## config.mk

```make
export PLATFORM = sky130hd
export DESIGN_NAME = ser_to_para_block_flat
export DESIGN_NICKNAME = d
export VERILOG_FILES = /design/src/rtl/ser_to_para_block_if.sv /design/src/rtl/ser_to_para_block.sv /design/src/flat_wrapper.sv
export SDC_FILE = /design/constraint.sdc
export NUM_CORES = 1
export LEC_CHECK = 0
export ABC_AREA = 1
export ABC_CLOCK_PERIOD_IN_PS = 5400
export CORE_UTILIZATION = 50
export DETAILED_ROUTE_END_ITERATION = 12
export GPL_TIMING_DRIVEN = 0
export PLACE_DENSITY_LB_ADDON = 0.2
export SYNTH_ARGS = -nofsm -noshare
export SYNTH_HDL_FRONTEND = slang
export SYNTH_SLANG_ARGS = --single-unit
```

## constraint.sdc

```tcl
create_clock -name clk -period 5.4 [get_ports clk]
set_clock_uncertainty 0.2 [all_clocks]
set_input_delay 1.62 -clock clk [delete_from_list [all_inputs] [get_ports clk]]
set_output_delay 1.62 -clock clk [all_outputs]
set_load 0.005 [all_outputs]
```

## src/rtl/ser_to_para_block_if.sv

```systemverilog
// ser_to_para_block_if: beat input, clear and word output handshake bundle for ser_to_para_block
interface ser_to_para_block_if #(
  parameter int DIN_W  = 1,
  parameter int WORD_W = 128
);
  logic [DIN_W-1:0]  in;
  logic              en;
  logic              in_ready;
  logic              clr;
  logic [WORD_W-1:0] out;
  logic              out_valid;
  logic              out_ready;
  logic              busy;
  logic              par_err;
  modport master (output in, en, clr, out_ready, input in_ready, out, out_valid, busy, par_err);
  modport slave  (input in, en, clr, out_ready, output in_ready, out, out_valid, busy, par_err);
endinterface

```

## src/rtl/ser_to_para_block.sv

```systemverilog
// ser_to_para_block: serial-to-parallel word loader with bit order select, output backpressure and abort
// Optional SER2PAR_PARITY_EN appends an even-parity beat per word and reports mismatches on par_err.
module ser_to_para_block #(
  parameter int DIN_W     = 1,
  parameter int WORD_W    = 128,
  parameter bit MSB_FIRST = 0
) (
  input logic              clk,
  input logic              rst,
  ser_to_para_block_if.slave b
);
  localparam int BEATS = WORD_W / DIN_W;
`ifdef SER2PAR_PARITY_EN
  localparam int LAST = BEATS;
`else
  localparam int LAST = BEATS - 1;
`endif
  localparam int CW = LAST < 1 ? 1 : $clog2(LAST + 1);
  logic [CW-1:0]     cnt;
  logic [WORD_W-1:0] sh, sh_nx, word, out_q;
  logic              out_valid_q, last, take, done;
  assign last       = cnt == CW'(LAST);
  assign b.in_ready = !(last && out_valid_q && !b.out_ready);
  assign take       = b.en && b.in_ready && !b.clr;
  assign done       = take && last;
  assign b.busy     = cnt != '0;
  assign b.out      = out_q;
  assign b.out_valid = out_valid_q;
  generate
    if (BEATS == 1) begin : g_one
      assign sh_nx = b.in;
    end else if (MSB_FIRST) begin : g_msb
      assign sh_nx = {sh[WORD_W-DIN_W-1:0], b.in};
    end else begin : g_lsb
      assign sh_nx = {b.in, sh[WORD_W-1:DIN_W]};
    end
  endgenerate
`ifdef SER2PAR_PARITY_EN
  // The parity beat does not shift, so the word is already complete in sh.
  logic par_q;
  assign word      = sh;
  assign b.par_err = par_q;
  always_ff @(posedge clk)
    if (rst) par_q <= 1'b0;
    else if (done) par_q <= ^{sh, b.in[0]};
`else
  assign word      = sh_nx;
  assign b.par_err = 1'b0;
`endif
  always_ff @(posedge clk) begin
    if (rst) begin
      cnt         <= '0;
      sh          <= '0;
      out_q       <= '0;
      out_valid_q <= 1'b0;
    end else begin
      if (b.clr || done) begin
        cnt <= '0;
        sh  <= '0;
      end else if (take) begin
        cnt <= cnt + 1'b1;
        sh  <= sh_nx;
      end
      if (done) begin
        out_q       <= word;
        out_valid_q <= 1'b1;
      end else if (b.out_ready) out_valid_q <= 1'b0;
    end
  end
endmodule
```

## src/flat_wrapper.sv

```systemverilog
// flat-port wrapper written by rule: the top's interface ports become plain ports
module ser_to_para_block_flat 
#(
  parameter int DIN_W     = 1,
  parameter int WORD_W    = 128,
  parameter bit MSB_FIRST = 0
)
  (clk, rst, b_in, b_en, b_clr, b_out_ready, b_in_ready, b_out, b_out_valid, b_busy, b_par_err);
  ser_to_para_block_if #(.DIN_W(DIN_W), .WORD_W(WORD_W)) b_i ();
  input logic clk;
  input logic rst;
  input wire logic [$bits(b_i.in)-1:0] b_in;
  input wire logic [$bits(b_i.en)-1:0] b_en;
  input wire logic [$bits(b_i.clr)-1:0] b_clr;
  input wire logic [$bits(b_i.out_ready)-1:0] b_out_ready;
  output wire logic [$bits(b_i.in_ready)-1:0] b_in_ready;
  output wire logic [$bits(b_i.out)-1:0] b_out;
  output wire logic [$bits(b_i.out_valid)-1:0] b_out_valid;
  output wire logic [$bits(b_i.busy)-1:0] b_busy;
  output wire logic [$bits(b_i.par_err)-1:0] b_par_err;
  assign b_i.in = b_in;
  assign b_i.en = b_en;
  assign b_i.clr = b_clr;
  assign b_i.out_ready = b_out_ready;
  assign b_in_ready = b_i.in_ready;
  assign b_out = b_i.out;
  assign b_out_valid = b_i.out_valid;
  assign b_busy = b_i.busy;
  assign b_par_err = b_i.par_err;
  ser_to_para_block #(.DIN_W(DIN_W), .WORD_W(WORD_W), .MSB_FIRST(MSB_FIRST)) u_core (.clk(clk), .rst(rst), .b(b_i));
endmodule
```

Yosys cells after proc, flatten, opt, wreduce, memory -nomap -nowiden:

Cells that the tools add are included.

* input bits: 6
* register bits: 264
* logic and storage cells: 20
* output and inout bits: 132

* add/sub/neg operators: 1
* reductions and logical operators: 12
* muxes and demuxes: 2
* equality and inequality tests: 1

Operators with widths (count)
* 7-bit by 1-bit adder with 7-bit output, second input constant: 1
* 7-bit == test, second input constant: 1
* 7-bit nonzero test: 1
* 1-bit logical AND: 5
* 1-bit logical NOT: 3
* 1-bit 2-to-1 mux: 2
* 2-bit nonzero test: 1
* 2-bit OR reduction: 1
* 1-bit logical OR: 1

Depth between registers and ports, before layout:

Gate-level depths: netlist (run 1).

* word-level depth: 9
* depth in mapped cells: 9
* mapped depth without buffers: 7

Worst setup path before layout (run 1):

No wires, ideal clock.

* path kind: input to output
* start point: in b_out_ready
* end point: out b_in_ready
* arrival: 2.108 ns
* cell stages on the path: 3
* buffers on the path: 1
* data required time: 3.580 ns
* path slack: 1.472 ns
* path through: nor2_2 > nand3_4 > buf_1

* word-level cells in the longest chain between the ends: 3

RTL lines
* start, declared: RTL line flat_wrapper.sv:15 `input wire logic [$bits(b_i.out_ready)-1:0] b_out_ready;`
* 1-bit logical NOT: RTL line ser_to_para_block.sv:23 `assign b.in_ready = !(last && out_valid_q && !b.out_ready);`
* 1-bit logical AND: RTL line ser_to_para_block.sv:23
* 1-bit logical NOT: RTL line ser_to_para_block.sv:23
* end, declared: RTL line flat_wrapper.sv:16 `output wire logic [$bits(b_i.in_ready)-1:0] b_in_ready;`

Every way passes these cells.

Worst setup path in the final report (run 1):

Same ends and word-level chain as after synthesis.

==> results of run 1 <==
## kinds of logic after synthesis
logic type | Yosys count | share of synthesized area
compound gates | 265 | 0.134
fa+ha+maj | 2 | 0.00254
simple gates | 549 | 0.263
other cells | 1 | 0.000380
xor+xnor | 1 | 0.000888
buf+inv | 141 | 0.0653
flops | 263 | 0.533
## sequential cells by signal, summed over array words and instances, names as in the netlist
signal,count
u_core.sh,127
u_core.b.out_valid,1
u_core.b.out,128
u_core.cnt,7
## stage by stage
| step | hold slack, ns | cell area, sq um | util | power, mW |
|---|---|---|---|---|
| after global routing | 0.275 | 12400 | 0.640 | 3.99 |
| after CTS | 0.261 | 12400 | 0.640 | 3.90 |
| after global placement | 0.248 | 11600 | 0.596 | 2.09 |
| final | 0.259 | 12400 | 0.640 | 3.88 |
| after floorplan | 0.241 | 9870 | - | 2.06 |
| after detailed placement | 0.252 | 11600 | 0.596 | 2.10 |
## final timing paths
path / cells past startpoint / startpoint / slack (ns) / endpoint
hold reg to reg: 2 / u_core.b.out[25] / 0.26 / u_core.b.out[25]
hold / removal: 2 / u_core.b.out[25] / 0.26 / u_core.b.out[25]
setup reg to reg: 8 / u_core.cnt[0] / 3.12 / u_core.sh[77]
setup / recovery: 5 / b_out_ready / 0.21 / b_in_ready
## worst max-delay path, cell delays in order
cell and delay, ns:
clkdlybuf4s50_1 0.47, nor2_2 0.07, nand3_4 0.16, buf_1 0.42
clkdlybuf4s50_1 0.62
## layer usage
metal  global-route usage  up-vias
li1                     -     4578
met1                0.327     4221
met2                0.401      244
met3               0.0340       45
met4               0.0792        0
met5                    0        -
## cell type report
class	count	area share
Tap cell	265	0.0267
Timing Repair Buffer	136	0.110
Clock inverter	5	0.00604
Clock buffer	38	0.0633
Inverter	13	0.00393
Sequential cell	263	0.424
Buffer	128	0.0479
Multi-Input combinational cell	818	0.319
## report_power, final
group / internal (mW) / switching [mW] / total [mW]
registers: 1.94 / 0.000644 / 1.94
clock network: 1.09 / 0.730 / 1.82
logic: 0.0244 / 0.0875 / 0.112
## cell usage after synthesis (all sizes together)
cell    instances
dfxtp         263
clkbuf         56
xor2            1
nand2         273
buf            72
nand3b          1
nor2            6
nor3            1
a21oi         264
conb            1
nand3         138
o21ai           1
ha              2
nand4         130
inv            13
==> impl_metrics.json, run 1 <==
{
  "m1WireLength_microns": 11300,
  "clock_path_buffers": 3,
  "synth_top_cell_by_area": "dfxtp_1",
  "syn_to_final_growth_pct": 25.9,
  "crit_type": "in2out",
  "ios": 138,
  "layout_setup_ws_ns": 0.210,
  "wirelength_microns": 24700,
  "synthCells": 1222,
  "viasPerCell": 5.45,
  "track_usage": 0.243,
  "min_period_over_period": 0.961,
  "drive_gt1_frac": 0.0799,
  "drv_cap": 0,
  "fmax_mhz": 193,
  "worstPathArrival_ns": 3.37,
  "clk_latency_ns": 0.53,
  "rsz0062_at_grt": "false",
  "status": "completed",
  "p_leak_nw": 3.85,
  "cts_tree": "built",
  "cts_made_buffers": 26,
  "htree_levels": 1,
  "synth_area_sq_um": 9870,
  "post-route-drc-count": 0,
  "synth_area_leaders": "dfxtp_1 53%, a21oi_1 13%, nand2_1 10%, nand4_1 8.2%, nand3_1 6.9%",
  "end_kind": "primary output",
  "hp-class": "reg2reg",
  "hold_viol_final": 0,
  "die_width_microns": 142,
  "final_cell_mix": "271 x nand2_1, 264 x a21oi_1, 263 x dfxtp_1",
  "holdBufCountCts": 0,
  "initial_core_util": 0.509,
  "synth-seq-cells": 263,
  "grt_start_max_net_pins": 15,
  "worst_pin_slew_ns": 1.08,
  "critPathMaxFanout": 10,
  "timing.final.crit_period_ns": 5.19,
  "yosysSeqAreaShare": 0.533,
  "portBuffers": 136,
  "n_fill_cell": 1756,
  "cp.required_ns": 3.58,
  "finalNonFillerCells": 1666,
  "netlist.area_leader.share": 0.533,
  "antenna_left": 0,
  "cts-root-buf": "clkbuf_16",
  "placed_cells": 1623,
  "layout_commonest_cell": "nand2_1",
  "synth_fp_nets": 1230,
  "wl_met2_microns": 11600,
  "syn_avg_cell_area_sq_um": 8.08,
  "die_area_sq_um": 20300,
  "grt_pass1_wl_microns": 40400,
  "setup_violations": 0,
  "ys_warn_count": 0,
  "top_layer": "met4",
  "num_rows": 51,
  "finalWeightedCongestion": 0.827,
  "grt_pass1_vias": 8400,
  "cts_sinks": 263,
  "drt-wirelength-per-cell_microns": 14.8,
  "ir_worst_vdd_mv": 0.228,
  "dr.pass1.iters": 7,
  "grt_overflow": 0,
  "slew_headroom": 0.283,
  "seq_area_sq_um": 5270,
  "antenna_found_initial": 0,
  "vias": 9088,
  "pre_cts_slack_ns": 0.206,
  "post_cts_buffers": 0,
  "tns_ns": 0,
  "clk_pin_slew_ns": 0.06,
  "p_per_area_nw_per_um2": 312,
  "dp_hpwl_microns": 16400,
  "multiInputGateArea_sq_um": 3960,
  "slew_violations": 0,
  "cts_resized": 0,
  "wl_met3_microns": 1220,
  "fp.dieH_microns": 142,
  "antenna_cells": 0,
  "crit_path_start_kind": "input pin",
  "ys_types": 23,
  "core_sq_um": 19400,
  "nets": 1394,
  "drt-initial-drc-count": 595
}
Note: power is estimated with default switching activity, not from simulation.
==> run 2: changes to the inputs <==
CAP_MARGIN = 20   (was not set)
CORE_UTILIZATION = 58   (was 50)
SKIP_LAST_GASP = 1   (was not set)
==> run 2 against run 1 <==
Effect of this change:
- combinational power about the same
- sequential power barely moved
- sequential share of layout area is 0.40 points higher
- critical path depth did not move
- maximum frequency grew 0.19%
- largest power group unchanged
==> impl_metrics.json, run 2 (synthesized netlist as in run 1, its figures left out) <==
{
  "status": "completed",
  "totalPowerFinal_mw": 3.77,
  "final_cell_mix": "271 x nand2_1, 264 x a21oi_1, 263 x dfxtp_1",
  "holdPathEnd": "u_core.b.out[20]",
  "wirelength_microns": 24600,
  "worstHoldStart": "u_core.b.out[20]",
  "viasPerCell": 5.73,
  "crit_type": "in2out",
  "grt_pass1_vias": 8425,
  "m1WireLength_microns": 10900,
  "cp.required_ns": 3.58,
  "hp-class": "reg2reg",
  "vias": 9289,
  "cts_made_buffers": 25,
  "crit_path_start_kind": "input pin",
  "portBuffers": 136,
  "tns_ns": 0,
  "rsz0062_at_grt": "false",
  "layout_commonest_cell": "nand2_1",
  "worst_pin_slew_ns": 0.891,
  "drive_gt1_frac": 0.0779,
  "grt_start_max_net_pins": 15,
  "hold_viol_final": 0,
  "htree_levels": 1,
  "multiInputGateArea_sq_um": 3960,
  "finish.utilization": 0.742,
  "ios": 138,
  "worstPathArrival_ns": 3.36,
  "timing.rr.end": "u_core.sh[71]",
  "largest_reg_flops": 128,
  "clock_path_buffers": 3,
  "drv_cap": 0,
  "antenna_cells": 0,
  "seq_area_sq_um": 5270,
  "track_usage": 0.277,
  "cts_resized": 0,
  "grt_pass1_wl_microns": 40800,
  "n_fill_cell": 1334,
  "cts_tree": "built",
  "placed_area_sq_um": 11500,
  "holdBufCountCts": 0,
  "dr.pass1.iters": 5,
  "slew_headroom": 0.406,
  "reg2regPathDepth": 8,
  "finalWeightedCongestion": 0.839,
  "critPathMaxFanout": 10,
  "timing.rr.start": "u_core.cnt[0]",
  "num_rows": 47,
  "setup_violations": 0,
  "pre_cts_slack_ns": 0.262,
  "antenna_found_initial": 0,
  "end_kind": "primary output",
  "fmax_mhz": 193,
  "drt-initial-drc-count": 732,
  "post-route-drc-count": 0,
  "top_layer": "met4",
  "min_period_over_period": 0.959,
  "drt-wirelength-per-cell_microns": 15.2,
  "slew_violations": 0,
  "grt_overflow": 0,
  "cts-root-buf": "clkbuf_16",
  "placed_cells": 1578,
  "fp.dieH_microns": 132,
  "clk_pin_slew_ns": 0.06,
  "antenna_left": 0,
  "core_sq_um": 16600,
  "p_leak_nw": 3.81,
  "post_cts_buffers": 0,
  "layout_setup_ws_ns": 0.220,
  "initial_core_util": 0.595,
  "holdWs_ns": 0.259,
  "die_width_microns": 132,
  "rrSetupSlack_ns": 3.14,
  "syn_to_final_growth_pct": 24.7,
  "design_area_sq_um": 12300,
  "wl_met2_microns": 11700,
  "clk_latency_ns": 0.52,
  "dp_hpwl_microns": 16400,
  "cts_sinks": 263,
  "wl_met3_microns": 1190,
  "die_area_sq_um": 17500,
  "p_per_area_nw_per_um2": 306,
  "timing.final.crit_period_ns": 5.18,
  "ir_worst_vdd_mv": 0.272,
  "min_path_cells": 2,
  "nets": 1393,
  "finalNonFillerCells": 1620
}
==> run 2: cell count changes in the layout (fill, tap and decap cells not counted), sizes merged <==
cell / delta
clkinvlp: +1
clkbuf: +1
clkinv: -2
bufinv: -1
==> run 2: area by class of cell <==
type                    count  share of cell area
repair buffers            136               0.111
clock inverters             3             0.00346
well taps                 220              0.0224
flip-flops and latches    263               0.428
multi-input cells         818               0.322
inverters                  13             0.00397
plain buffers             128              0.0484
clock buffers              39              0.0616
==> run 2: worst max path at each step <==
stage | start | to | slack [ns]
2_1_floorplan | b_out_ready | b_in_ready | 1.47
3_3_place_gp | b_out_ready | b_in_ready | 0.26
3_5_place_dp | b_out_ready | b_in_ready | 0.26
4_1_cts | b_out_ready | b_in_ready | 0.22
5_1_grt | b_out_ready | b_in_ready | 0.16
6_report | b_out_ready | b_in_ready | 0.22
==> run 2: where the power goes <==
part / internal, mW / total, mW / switching (mW)
clock network: 1.00 / 1.71 / 0.710
registers: 1.94 / 1.94 / 0.000606
logic: 0.0243 / 0.111 / 0.0871
==> run 2: critical path: stages <==
cell and delay [ns]:
clkdlybuf4s50_1 0.47, nor2_2 0.07, nand3_4 0.16, buf_1 0.42
clkdlybuf4s50_1 0.61
==> run 2: layer usage <==
| layer | global-route usage | vias up |
|---|---|---|
| met4 | 0.105 | 0 |
| met1 | 0.371 | 4370 |
| met2 | 0.460 | 285 |
| met3 | 0.0345 | 66 |
| li1 | - | 4568 |
| met5 | 0 | - |
